`src/rtl/sram_mem_stage.sv`:
```
`default_nettype none
// ============================================================================
// Module   : sram_mem_stage
// Purpose  : ARM pipeline MEM stage; each 32-bit load/store is split into two
//            16-bit wait-stated SRAM accesses while ready freezes the pipeline.
//            Optional one-entry read cache enabled by macro MEM_RD_CACHE_EN.
// Revision : 1.0 - initial release
// ============================================================================
module sram_mem_stage #(
    parameter int BASE_ADDR   = 1024,
    parameter int WAIT_CYCLES = 4,
    parameter int SRAM_AW     = 18
) (
    input  logic               clk,
    input  logic               rst,
    input  logic               MEM_R_EN,
    input  logic               MEM_W_EN,
    input  logic [31:0]        ALU_result,
    input  logic [31:0]        Val_Rm,
    output logic [31:0]        mem_result,
    output logic               ready,
    output logic [SRAM_AW-1:0] SRAM_ADDR,
    output logic [15:0]        SRAM_DQ_out,
    input  logic [15:0]        SRAM_DQ_in,
    output logic               SRAM_DQ_oe,
    output logic               SRAM_WE_N
);

    typedef enum logic [1:0] {
        ST_IDLE = 2'd0,
        ST_LOW  = 2'd1,
        ST_HIGH = 2'd2,
        ST_DONE = 2'd3
    } state_t;

    localparam logic [3:0]  c_CNT_LAST = 4'(WAIT_CYCLES - 1);
    localparam logic [31:0] c_BASE     = 32'(BASE_ADDR);

    state_t               r_state_q,      w_state_d;
    logic [3:0]           r_cnt_q,        w_cnt_d;
    logic                 r_wr_q,         w_wr_d;
    logic [SRAM_AW-2:0]   r_word_q,       w_word_d;
    logic [31:0]          r_wdata_q,      w_wdata_d;
    logic [15:0]          r_rd_lo_q,      w_rd_lo_d;
    logic [15:0]          r_rd_hi_q,      w_rd_hi_d;
    logic [31:0]          r_mem_result_q, w_mem_result_d;
    logic [SRAM_AW-1:0]   r_sram_addr_q,  w_sram_addr_d;
    logic [15:0]          r_dq_out_q,     w_dq_out_d;
    logic                 r_dq_oe_q,      w_dq_oe_d;
    logic                 r_we_n_q,       w_we_n_d;

    logic [31:0] w_offset;
    logic        w_req;
    logic        w_busy_d;
    logic        w_cache_hit;
    logic [31:0] w_cache_data;
    logic        w_unused_bits;

    assign w_offset      = ALU_result - c_BASE;
    assign w_req         = MEM_R_EN | MEM_W_EN;
    // Address bits above the SRAM range wrap away by design.
    assign w_unused_bits = ^{w_offset[1:0], w_offset[31:SRAM_AW+1]};

    // Next-state logic; SRAM pins are registered from the next state so they
    // line up exactly with the state they belong to, without glitches.
    always_comb begin
        w_state_d      = r_state_q;
        w_cnt_d        = r_cnt_q;
        w_wr_d         = r_wr_q;
        w_word_d       = r_word_q;
        w_wdata_d      = r_wdata_q;
        w_rd_lo_d      = r_rd_lo_q;
        w_rd_hi_d      = r_rd_hi_q;
        w_mem_result_d = r_mem_result_q;

        case (r_state_q)
            ST_IDLE: begin
                if (w_req && !w_cache_hit) begin
                    w_state_d = ST_LOW;
                    w_cnt_d   = 4'd0;
                    w_wr_d    = MEM_W_EN;
                    w_word_d  = w_offset[SRAM_AW:2];
                    w_wdata_d = Val_Rm;
                end
            end
            ST_LOW: begin
                if (r_cnt_q == c_CNT_LAST) begin
                    if (!r_wr_q) begin
                        w_rd_lo_d = SRAM_DQ_in;
                    end
                    w_state_d = ST_HIGH;
                    w_cnt_d   = 4'd0;
                end else begin
                    w_cnt_d = r_cnt_q + 4'd1;
                end
            end
            ST_HIGH: begin
                if (r_cnt_q == c_CNT_LAST) begin
                    if (!r_wr_q) begin
                        w_rd_hi_d = SRAM_DQ_in;
                    end
                    w_state_d = ST_DONE;
                    w_cnt_d   = 4'd0;
                end else begin
                    w_cnt_d = r_cnt_q + 4'd1;
                end
            end
            ST_DONE: begin
                // The pipeline advances on this edge, so never restart here.
                w_state_d      = ST_IDLE;
                w_mem_result_d = {r_rd_hi_q, r_rd_lo_q};
            end
            default: begin
                w_state_d = ST_IDLE;
            end
        endcase

        w_busy_d      = (w_state_d == ST_LOW) || (w_state_d == ST_HIGH);
        w_sram_addr_d = r_sram_addr_q;
        w_dq_out_d    = r_dq_out_q;
        if (w_state_d == ST_LOW) begin
            w_sram_addr_d = {w_word_d, 1'b0};
        end else if (w_state_d == ST_HIGH) begin
            w_sram_addr_d = {w_word_d, 1'b1};
        end
        if (w_busy_d && w_wr_d) begin
            w_dq_out_d = (w_state_d == ST_HIGH) ? w_wdata_d[31:16] : w_wdata_d[15:0];
        end
        w_dq_oe_d = w_busy_d && w_wr_d;
        // Last cycle of each half keeps WE_N high so data holds past the strobe.
        w_we_n_d  = !(w_busy_d && w_wr_d && (w_cnt_d != c_CNT_LAST));
    end

    always_ff @(posedge clk) begin
        if (rst) begin
            r_state_q      <= ST_IDLE;
            r_cnt_q        <= 4'd0;
            r_wr_q         <= 1'b0;
            r_word_q       <= '0;
            r_wdata_q      <= 32'd0;
            r_rd_lo_q      <= 16'd0;
            r_rd_hi_q      <= 16'd0;
            r_mem_result_q <= 32'd0;
            r_sram_addr_q  <= '0;
            r_dq_out_q     <= 16'd0;
            r_dq_oe_q      <= 1'b0;
            r_we_n_q       <= 1'b1;
        end else begin
            r_state_q      <= w_state_d;
            r_cnt_q        <= w_cnt_d;
            r_wr_q         <= w_wr_d;
            r_word_q       <= w_word_d;
            r_wdata_q      <= w_wdata_d;
            r_rd_lo_q      <= w_rd_lo_d;
            r_rd_hi_q      <= w_rd_hi_d;
            r_mem_result_q <= w_mem_result_d;
            r_sram_addr_q  <= w_sram_addr_d;
            r_dq_out_q     <= w_dq_out_d;
            r_dq_oe_q      <= w_dq_oe_d;
            r_we_n_q       <= w_we_n_d;
        end
    end

    assign SRAM_ADDR   = r_sram_addr_q;
    assign SRAM_DQ_out = r_dq_out_q;
    assign SRAM_DQ_oe  = r_dq_oe_q;
    assign SRAM_WE_N   = r_we_n_q;

    // Ready is combinational in IDLE so the freeze takes effect in the request cycle.
    always_comb begin
        ready      = 1'b0;
        mem_result = r_mem_result_q;
        case (r_state_q)
            ST_IDLE: ready = !w_req || w_cache_hit;
            ST_DONE: begin
                ready      = 1'b1;
                mem_result = {r_rd_hi_q, r_rd_lo_q};
            end
            default: ready = 1'b0;
        endcase
        if (w_cache_hit) begin
            mem_result = w_cache_data;
        end
    end

`ifdef MEM_RD_CACHE_EN
    logic        r_c_valid_q,   w_c_valid_d;
    logic [29:0] r_c_tag_q,     w_c_tag_d;
    logic [31:0] r_c_data_q,    w_c_data_d;
    logic [29:0] r_req_tag_q,   w_req_tag_d;

    // Tag uses the full word address so wrapped aliases never hit falsely.
    assign w_cache_hit  = (r_state_q == ST_IDLE) && MEM_R_EN && !MEM_W_EN &&
                          r_c_valid_q && (r_c_tag_q == w_offset[31:2]);
    assign w_cache_data = r_c_data_q;

    always_comb begin
        w_c_valid_d = r_c_valid_q;
        w_c_tag_d   = r_c_tag_q;
        w_c_data_d  = r_c_data_q;
        w_req_tag_d = r_req_tag_q;
        if ((r_state_q == ST_IDLE) && w_req) begin
            w_req_tag_d = w_offset[31:2];
        end
        if (r_state_q == ST_DONE) begin
            if (!r_wr_q) begin
                w_c_valid_d = 1'b1;
                w_c_tag_d   = r_req_tag_q;
                w_c_data_d  = {r_rd_hi_q, r_rd_lo_q};
            end else if (r_c_valid_q && (r_c_tag_q == r_req_tag_q)) begin
                w_c_data_d = r_wdata_q;
            end
        end
    end

    always_ff @(posedge clk) begin
        if (rst) begin
            r_c_valid_q <= 1'b0;
            r_c_tag_q   <= 30'd0;
            r_c_data_q  <= 32'd0;
            r_req_tag_q <= 30'd0;
        end else begin
            r_c_valid_q <= w_c_valid_d;
            r_c_tag_q   <= w_c_tag_d;
            r_c_data_q  <= w_c_data_d;
            r_req_tag_q <= w_req_tag_d;
        end
    end
`else
    assign w_cache_hit  = 1'b0;
    assign w_cache_data = 32'd0;
`endif

endmodule
`default_nettype wire

```
`config.mk`:
```
export PLATFORM = sky130hd
export DESIGN_NAME = sram_mem_stage
export DESIGN_NICKNAME = d
export VERILOG_FILES = /design/src/rtl/sram_mem_stage.sv
export SDC_FILE = /design/constraint.sdc
export NUM_CORES = 1
export LEC_CHECK = 0
export ABC_AREA = 1
export BUFFER_PORTS_ARGS = -buffer_cell sky130_fd_sc_hd__buf_2
export CORE_ASPECT_RATIO = 1.4
export CORE_MARGIN = 8
export CORE_UTILIZATION = 30
export CTS_BUF_LIST = sky130_fd_sc_hd__clkbuf_16
export DETAILED_ROUTE_END_ITERATION = 12
export PLACE_DENSITY = 0.53
export SYNTH_ARGS = -nofsm -noshare
export SYNTH_HDL_FRONTEND = slang
export SYNTH_SLANG_ARGS = --single-unit
```
`constraint.sdc`:
```
create_clock -name clk -period 7.6 [get_ports clk]
set_clock_uncertainty 0.2 [all_clocks]
set_input_delay 0.76 -clock clk [delete_from_list [all_inputs] [get_ports clk]]
set_output_delay 0.76 -clock clk [all_outputs]
set_load 0.02 [all_outputs]
```
==> impl_results.md, run 1 <==
- Result of the run: finished, final reports clean
- HP Class: register to register
- Hold buffers post-CTS: 0
- Antenna viol nets, final: 0
- Worst-Margin Slew: ~1.1 ns
- Gr usage total: between 10% and 20%
- Chip width: approximately 140 µm
- #FFs+latches synth: ~160
- Worst vdd ir: approximately 150 µV
- Num CTS Buffers: 17
- Post-synth cell types: 33
- Pleak: ~3.5 nW
- CP startpoint kind: register
- Worst relative slew slack: between 20% and 30%
- Clock root cell: clkbuf_16
- Layout cell share with drive strength beyond 1: a little under a fifth
- Global-route wire length before repair: about 28000 µm
- Inst Count DP: approximately 1200
- Syn Nets: 932
- WS Path Type: register to register
- RSZ-0062 raised after global routing: no
- MaxCap Viol Count: 0
- Comb pwr share: about an eighth
- Io pins: roughly 150
- Setup violators final: 0
- Die H: roughly 190 µm
- Antenna diodes: 0
- Clock transition at path regs: 0.07 ns
- Pre-CTS WS: 4.026 ns
- Max Buffers Root-to-Sink: 2
- Worst skew pair latency: between 0.4 and 0.5 ns
- Htree depth: 4
- Drt drc: 0
- Pwr dens: approximately 250 nW/µm²
- Area delta synth->final: 22.00%
- Nets: 1047
- Switching power total: 0.5505 mW
- Syn_area_per_cell: about 7.4 µm²
- CTS tree: built
- Post-Synthesis Cell Area: 6217 µm²
- Die area: approximately 26000 µm²
- Number of antenna violations at the first check in global routing: 0
- Post-cts sizing count: 0
- Cells after Synth: 839
- Vias in the first global route: 5426
- Sequential share of the synthesized area: 50.23%
- Switching part of the total: 28.59%
- Non-Filler Instances: between 1000 and 1500
- DR iter-0 viols: 205
- Setup_tns: 0 ns
- Gpl congestion: ~0.76
- Via/cell ratio: between 4 and 5
- CP endpoint kind: register
- Sequential share of power: between 40% and 50%
- Final Critical Period: ~3.2 ns
- Drt wl/cell: ~14 µm
- Internal power: roughly 1.4 mW
- Arr. time, crit path: about 3.4 ns
- Final Max Slew Viols: 0
- Yosys warns: 0
- Clock power frac: between 40 and 50%
- Worst EP required: 7.76 ns
- Initial core utilization: between 30% and 40%
- DP Wirelength: 11420 µm
- Post-CTS Setup Inserts: 0
- Routed vias: 5503
- I/O Buffers: 137
- Hold slack final: approximately 0.25 ns
- Setup WS post-layout: about 4.4 ns
- Core Region: approximately 20000 µm²
- Max Fclk: around 310 MHz
- First drt pass iteration count: 4
- Final Hold Vio Count: 0
- Final period utilization: between 40% and 50%
- Largest net degree at the start of global routing: just over 60
- Total congestion overflow: 0
- Clock sink count: 156
- Site Rows: slightly above 60
- Crit-path max FO: 19
- Post-Route WL: between 15000 and 20000 µm
through the flow:
| step | util [%] | cell area, µm² | power (mW) |
|---|---|---|---|
| 2_1_floorplan | - | 6217 | 1.079 |
| 3_3_place_gp | 34.53 | 7044 | 1.161 |
| 3_5_place_dp | 34.53 | 7044 | 1.161 |
| 4_1_cts | 37.18 | 7585 | 1.965 |
| 5_1_grt | 37.18 | 7585 | 2.037 |
| 6_report | 37.18 | 7585 | 1.926 |
placed cells by master, fill, tap and decap left out:
| cell | n |
|---|---|
| inv_8 | 1 |
| clkinvlp_4 | 5 |
| o22ai_1 | 1 |
| buf_4 | 7 |
| nor3_1 | 2 |
| inv_1 | 75 |
| a21oi_2 | 1 |
| nand4_1 | 1 |
| or2_0 | 4 |
| nor2_1 | 126 |
| nor2_4 | 1 |
| or2_2 | 1 |
| inv_2 | 3 |
| and2_1 | 1 |
| inv_6 | 4 |
| a21oi_1 | 73 |
| or2_1 | 14 |
| buf_2 | 137 |
| clkbuf_16 | 17 |
| nand3_1 | 30 |
| o21ai_4 | 1 |
| clkinv_4 | 2 |
| a21boi_0 | 1 |
| a21boi_4 | 1 |
| clkinv_2 | 2 |
| o211ai_1 | 2 |
| nand2_1 | 171 |
| a22oi_1 | 1 |
| o21ai_1 | 36 |
| o211a_1 | 1 |
| dfxtp_1 | 156 |
| o21ai_0 | 78 |
| xor2_1 | 2 |
| ha_1 | 9 |
per-layer routing:
layer | track usage, % | wire length (µm) | up-vias
met4 | 4.780 | 238 | 0
met2 | 24.18 | 8634 | 99
met1 | 15.37 | 7323 | 2493
li1 | - | - | 2896
met5 | 0 | 0 | -
met3 | 3.333 | 910 | 15
cells in the mapped netlist, drive strengths merged:
| library cell | n | area [µm²] |
|---|---|---|
| inv | 76 | 285.3 |
| clkinv | 1 | 3.750 |
| o22ai | 1 | 6.260 |
| nor2 | 127 | 484.2 |
| xor2 | 2 | 17.52 |
| a21boi | 2 | 26.28 |
| a22oi | 1 | 7.510 |
| a21oi | 74 | 374.1 |
| o21ai | 115 | 586.8 |
| o211ai | 2 | 15.01 |
| clkbuf | 25 | 96.34 |
| nand2 | 171 | 641.9 |
| nand3 | 30 | 150.1 |
| nand4 | 1 | 6.260 |
| buf | 23 | 135.1 |
| dfxtp | 156 | 3123 |
| or2 | 19 | 118.9 |
| o211a | 1 | 10.01 |
| ha | 9 | 112.6 |
| and2 | 1 | 6.260 |
| nor3 | 2 | 10.01 |
flip-flops by register name, indices dropped and copies added (netlist names):
| register | cells |
|---|---|
| r_mem_result_q | 32 |
| r_wdata_q | 32 |
| SRAM_ADDR | 18 |
| r_word_q | 17 |
| SRAM_DQ_out | 16 |
| r_rd_hi_q | 16 |
| r_rd_lo_q | 16 |
| r_cnt_q | 4 |
| r_state_q | 2 |
| SRAM_DQ_oe | 1 |
| SRAM_WE_N | 1 |
| r_wr_q | 1 |
kinds of logic (layout without fill, tap and decap cells):
logic type               Yosys count  in the layout  synth area share, %
flip-flops                       156            156                50.23
buffers and inverters            125            253                8.372
AND/OR/NAND/NOR                  351            351                22.80
XOR/XNOR                           2              2               0.2818
adder cells (fa/ha/maj)            9              9                1.811
AO/OA/AOI/OAI                    196            196                16.50
final timing paths:
check / start / to / slack [ns] / depth (start not counted)
worst max-delay path: r_state_q[0] / SRAM_DQ_out[8] / 4.39 / 9
worst min register to register: r_rd_hi_q[14] / r_rd_hi_q[14] / 0.25 / 2
worst min-delay path: r_rd_hi_q[14] / r_rd_hi_q[14] / 0.25 / 2
worst max register to register: r_state_q[0] / SRAM_DQ_out[8] / 4.39 / 9
power groups by stage:
stage,clock network (mW),logic (mW),registers (mW)
finish,0.787,0.248,0.891
detailed placement,0,0.253,0.908
CTS,0.820,0.254,0.891
global placement,0,0.253,0.908
global route,0.857,0.283,0.896
floorplan,0,0.146,0.934
worst max-delay path, cell delays in order, from the launching register on:
cell,delay (ns)
dfxtp_1,0.36
inv_1,0.12
ha_1,0.34
nand2_1,0.11
o22ai_1,0.28
ha_1,0.75
inv_1,0.54
o21ai_0,0.30
nor2_1,0.06
nor2_1,0.08
cell type report:
class	instances	area, µm²
Clock buffer	17	425.4
Clock inverter	15	115.1
Fill cell	2213	12820
Inverter	77	289.0
Multi-Input combinational cell	558	2574
Sequential cell	156	3123
Tap cell	256	320.3
Timing Repair Buffer	144	738.2
Note: power is estimated with default switching activity, not from simulation.
==> run 2, diff against run 1 <==
PLACE_DENSITY = 0.55   (was 0.53)
clock period = 2.6 ns   (was 7.6 ns; I/O delays follow)
==> impl_results.md, run 2 (synthesized netlist as in run 1, its figures left out) <==
- Result of the run: finished, final reports clean
- Die H: 186.3 µm
- DR iter-0 viols: approximately 240
- Die area: between 20000 and 30000 µm²
- MaxCap Viol Count: 0
- FILL cells: ~2100
- Clock root cell: clkbuf_16
- Global-route wire length before repair: between 20000 and 30000 µm
- Arr. time, crit path: between 1.5 and 2 ns
- First drt pass iteration count: 4
- Worst-Margin Slew: between 0.4 and 0.5 ns
- Num CTS Buffers: 17
- Most frequent cells in the layout: 171 x nand2_1, 156 x dfxtp_1, 137 x buf_2
- CP cell instances: inv_1 -> ha_1 -> buf_4 -> a21oi_1 -> nor2_1 -> buf_2
- Via/cell ratio: around 4.4
- Flip-flop and latch area: between 3000 and 4000 µm²
- Pre-CTS WS: 0.1854 ns
- Clock transition at path regs: ~0.06 ns
- HP Class: input port to register
- Drt drc: 0
- Crit path max-delay family: buffers and inverters
- Site Rows: 62
- Gpl congestion: ~0.77
- Internal power: ~4.2 mW
- Area delta synth->final: 34.17%
- Non-Filler Instances: around 1300
- Post-CTS Setup Inserts: 0
- Final period utilization: between 90% and 100%
- I/O Buffers: approximately 140
- Comb pwr share: 14.3%
- Pwr dens: ~700 nW/µm²
- Post-Route WL: 17460 µm
- Total congestion overflow: 0
- Worst EP required: 2.14 ns
- Routed vias: about 5700
- Gr usage total: between 10 and 15%
- Setup_tns: 0 ns
- Multi-input logic area: 2585 µm²
- Final Max Slew Viols: 0
- Initial core utilization: between 30 and 40%
- Largest net degree at the start of global routing: 84
- Drt wl/cell: approximately 14 µm
- Hold slack final: slightly below 0.007 ns
- CTS tree: built
- Number of antenna violations at the first check in global routing: 1
- CP max stage cell: dfxtp_1
- Buf/Inv on CP: 3
- Antenna viol nets, final: 0
- Layout cell share with drive strength beyond 1: 19.05%
- Inst Count DP: roughly 1200
- Register-to-register setup slack: ~0.20 ns
- Clock sink count: 156
- Worst vdd ir: just under 400 µV
- DP Wirelength: 11680 µm
- Nets: ~1100
- WS Path Type: register to output pin
- Switching part of the total: between 20 and 30%
- Clock power frac: around 42%
- RSZ-0062 raised after global routing: no
- Worst skew pair latency: slightly above 0.4 ns
- Worst relative slew slack: a little over two thirds
- Total power: 5.896 mW
- Setup violators final: 0
- Slowest stage delay, CP: around 0.42 ns
- Sequential share of power: around 44%
- Core Region: ~20000 µm²
- Final Hold Vio Count: 0
- Pleak: ~3.9 nW
- Commonest non-fill, non-tap cell in the layout: nand2_1
- Final Critical Period: around 2.4 ns
- Htree depth: 4
- Io pins: 153
- Vias in the first global route: roughly 5700
- Setup WS post-layout: 0.2023 ns
- Chip width: 137.7 µm
- CP endpoint kind: output pin
- Max Buffers Root-to-Sink: 2
- CP startpoint kind: register
- Max Fclk: 417.1 MHz
- Switching power total: about 1.7 mW
- Crit-path max FO: 5
run 2: changes by cell type in the layout (fill, tap and decap cells not counted), sizes merged:
cell         delta
dlygate4sd3    +57
buf            +10
clkinvlp        -3
inv             +2
bufinv          +1
diode           +1
run 2: metal layers:
layer / vias to the layer above / track usage [%] / part of all wire [%]
li1: 3024 / - / -
met1: 2567 / 15.36 / 43
met2: 110 / 25.02 / 51
met3: 17 / 3.038 / 4.6
met4: 0 / 4.822 / 1.6
met5: - / 0 / 0
run 2: what timing repair did:
| action | CTS | global route |
|---|---|---|
| hold buffers | 57 | 0 |
| endpoints found under the hold margin | 74 | 0 |
| endpoints found under the setup margin | 0 | 17 |
| resized for setup | 0 | 3 |
run 2: cell type report:
cell class	count	share of cell area [%]
Sequential cell	156	37.44
Multi-Input combinational cell	558	30.99
Timing Repair Buffer	211	17.34
Clock buffer	17	5.100
Tap cell	256	3.840
Inverter	77	3.465
Clock inverter	15	1.800
Antenna cell	1	0.03000
run 2: per-stage QoR:
step	utilization (%)	area, µm²
5_1_grt	40.89	8342
6_report	40.89	8342
2_1_floorplan	-	6217
4_1_cts	40.82	8328
3_3_place_gp	35.20	7182
3_5_place_dp	35.20	7182
run 2: final timing paths:
kind,cells past startpoint,start,end
setup / recovery,6,r_state_q[0],ready
hold reg to reg,2,r_rd_hi_q[13],r_rd_hi_q[13]
setup reg to reg,12,r_cnt_q[0],SRAM_DQ_out[7]
hold / removal,3,SRAM_DQ_in[11],r_rd_hi_q[11]
run 2: worst reg2reg max path: cells and delay by family (launching register included):
family / cells / cell delay [ns]
AOI/OAI and AO/OA: 2 / 0.23
adders and majority gates: 2 / 0.54
buffers and inverters: 2 / 0.30
DFF: 1 / 0.39
and+or+nand+nor: 6 / 0.62
run 2: power by group through the flow:
| stage | Sequential (mW) | Combinational [mW] | Clock [mW] |
|---|---|---|---|
| 2_1_floorplan | 2.73 | 0.426 | 0 |
| 3_3_place_gp | 2.66 | 0.777 | 0 |
| 3_5_place_dp | 2.66 | 0.783 | 0 |
| 4_1_cts | 2.60 | 0.853 | 2.53 |
| 5_1_grt | 2.62 | 0.950 | 2.62 |
| 6_report | 2.60 | 0.845 | 2.45 |
==> run 3, diff against run 2 <==
CELL_PAD_IN_SITES_DETAIL_PLACEMENT = 1   (was not set)
CELL_PAD_IN_SITES_GLOBAL_PLACEMENT = 1   (was not set)
PLACE_DENSITY = 0.71   (was 0.55)
==> impl_results.md, run 3 (synthesized netlist as in run 1, its figures left out) <==
- Result of the run: finished, final reports clean
- Worst vdd ir: 351.5 µV
- Worst r2r src: r_cnt_q[1]
- Crit path from: r_cnt_q[1]
- Largest net degree at the start of global routing: 84
- Setup_tns: 0 ns
- Global-route wire length before repair: just over 30000 µm
- Max Fclk: around 420 MHz
- Final Hold Vio Count: 0
- Pre-CTS WS: roughly 0.044 ns
- Number of antenna violations at the first check in global routing: 2
- Core Region: approximately 20000 µm²
- Setup WS post-layout: 0.2124 ns
- CP max stage cell: dfxtp_1
- WL met2: slightly above 10000 µm
- Vias in the first global route: roughly 6300
- Pleak: 3.845 nW
- CP endpoint kind: register
- FILL cells: between 2000 and 3000
- Worst skew pair latency: between 0.4 and 0.5 ns
- Die area: 25650 µm²
- Crit-path max FO: 17
- Final Critical Period: 2.388 ns
- Final period utilization: 91.83%
- Drt drc: 0
- Via/cell ratio: between 4 and 5
- Post-CTS Setup Inserts: 0
- Non-Filler Instances: between 1000 and 1500
- Post-Route WL: approximately 19000 µm
- Gpl congestion: approximately 0.76
- Arr. time, crit path: approximately 2.5 ns
- CP cell instances: ha_2 -> nand3_1 -> inv_1 -> nor2_1 -> nor2_1 -> o22ai_2 -> ha_2 -> nor2_2 -> buf_12 -> o211ai_1 -> a21oi_1
- Crit path max-delay family: adder cells
- Die H: 186.3 µm
- DP Wirelength: 12890 µm
- DR iter-0 viols: 182
- Total power: slightly below 6 mW
- Routed vias: about 6000
- Metal-1 WL: between 7000 and 8000 µm
- WS Path Type: register to register
- Worst Hold Launch: Val_Rm[2]
- Inst Count DP: about 1200
- First drt pass iteration count: 5
- Slowest stage delay, CP: 0.39 ns
- Drt wl/cell: approximately 15 µm
- Buf/Inv on CP: 2
- Nets: 1111
- Clock transition at path regs: 0.07 ns
- Placed Area: 7189 µm²
- Total congestion overflow: 0
- Setup violators final: 0
- Worst-Margin Slew: slightly below 1 ns
- Worst relative slew slack: 35.33%
- Hold slack final: between 0.008 and 0.009 ns
- Initial core utilization: between 30 and 40%
- Highest Signal Layer: met4
- Layout cell share with drive strength beyond 1: between 10% and 20%
- CTS tree: built
- Antenna viol nets, final: 0
- Area delta synth->final: 33.25%
- HP Class: input port to register
- Io pins: between 150 and 200
- I/O Buffers: 137
- Max Buffers Root-to-Sink: 2
- CP startpoint kind: register
- Gr usage total: between 10% and 20%
- Non-Filler Cell Area, Final: between 8000 and 9000 µm²
- RSZ-0062 raised after global routing: no
- MaxCap Viol Count: 0
- Commonest non-fill, non-tap cell in the layout: nand2_1
- Site Rows: 62
- Chip width: about 140 µm
- Worst EP required: between 2 and 3 ns
- Clock sink count: 156
- Routed wl met3: between 800 and 900 µm
- Htree depth: 4
- Pwr dens: 697.8 nW/µm²
- Most frequent cells in the layout: 171 x nand2_1, 155 x dfxtp_1, 137 x buf_2
- Final Max Slew Viols: 0
- Clock root cell: clkbuf_16
- Core Util, Final: 40.60%
- Num CTS Buffers: 17
==> run 3: final cells by class <==
| type | instances | area, µm² | area share, % |
|---|---|---|---|
| clock buffers | 17 | 425.4 | 5.135 |
| inverters | 77 | 289.0 | 3.489 |
| clock inverters | 13 | 118.9 | 1.435 |
| well taps | 256 | 320.3 | 3.866 |
| diodes | 2 | 5.005 | 0.06041 |
| flip-flops and latches | 156 | 3124 | 37.71 |
| repair buffers | 208 | 1414 | 17.07 |
| multi-input cells | 558 | 2587 | 31.23 |
==> run 3: timing repair <==
action                                  4_1_cts  5_1_grt
hold buffers                                 53        0
resized for setup                             0        5
endpoints found under the setup margin        0       22
hold endpoints to repair                     67        0
==> run 3: final timing paths <==
| check | cells past startpoint | endpoint | slack, ns |
|---|---|---|---|
| setup / recovery | 11 | SRAM_ADDR[12] | 0.21 |
| hold / removal | 4 | r_wdata_q[2] | 0.009 |
| setup reg to reg | 11 | SRAM_ADDR[12] | 0.21 |
| hold reg to reg | 2 | r_rd_hi_q[3] | 0.24 |
==> run 3: worst reg2reg max path: cells and delay by family, from the launching register on <==
kind	cells	cell delay [ns]
flops	1	0.39
buf+inv	2	0.30
fa+ha+maj	2	0.57
compound gates	3	0.36
simple gates	4	0.50
==> run 3: power breakdown <==
group	total [mW]	internal [mW]	switching [mW]
Clock	2.33	1.31	1.02
Sequential	2.61	2.55	0.0628
Combinational	0.845	0.331	0.515
==> run 3: routing by layer <==
layer	track usage, %	vias to the layer above
met4	6.205	0
met3	3.226	15
met2	27.53	98
li1	-	3025
met1	16.34	2890
met5	0	-
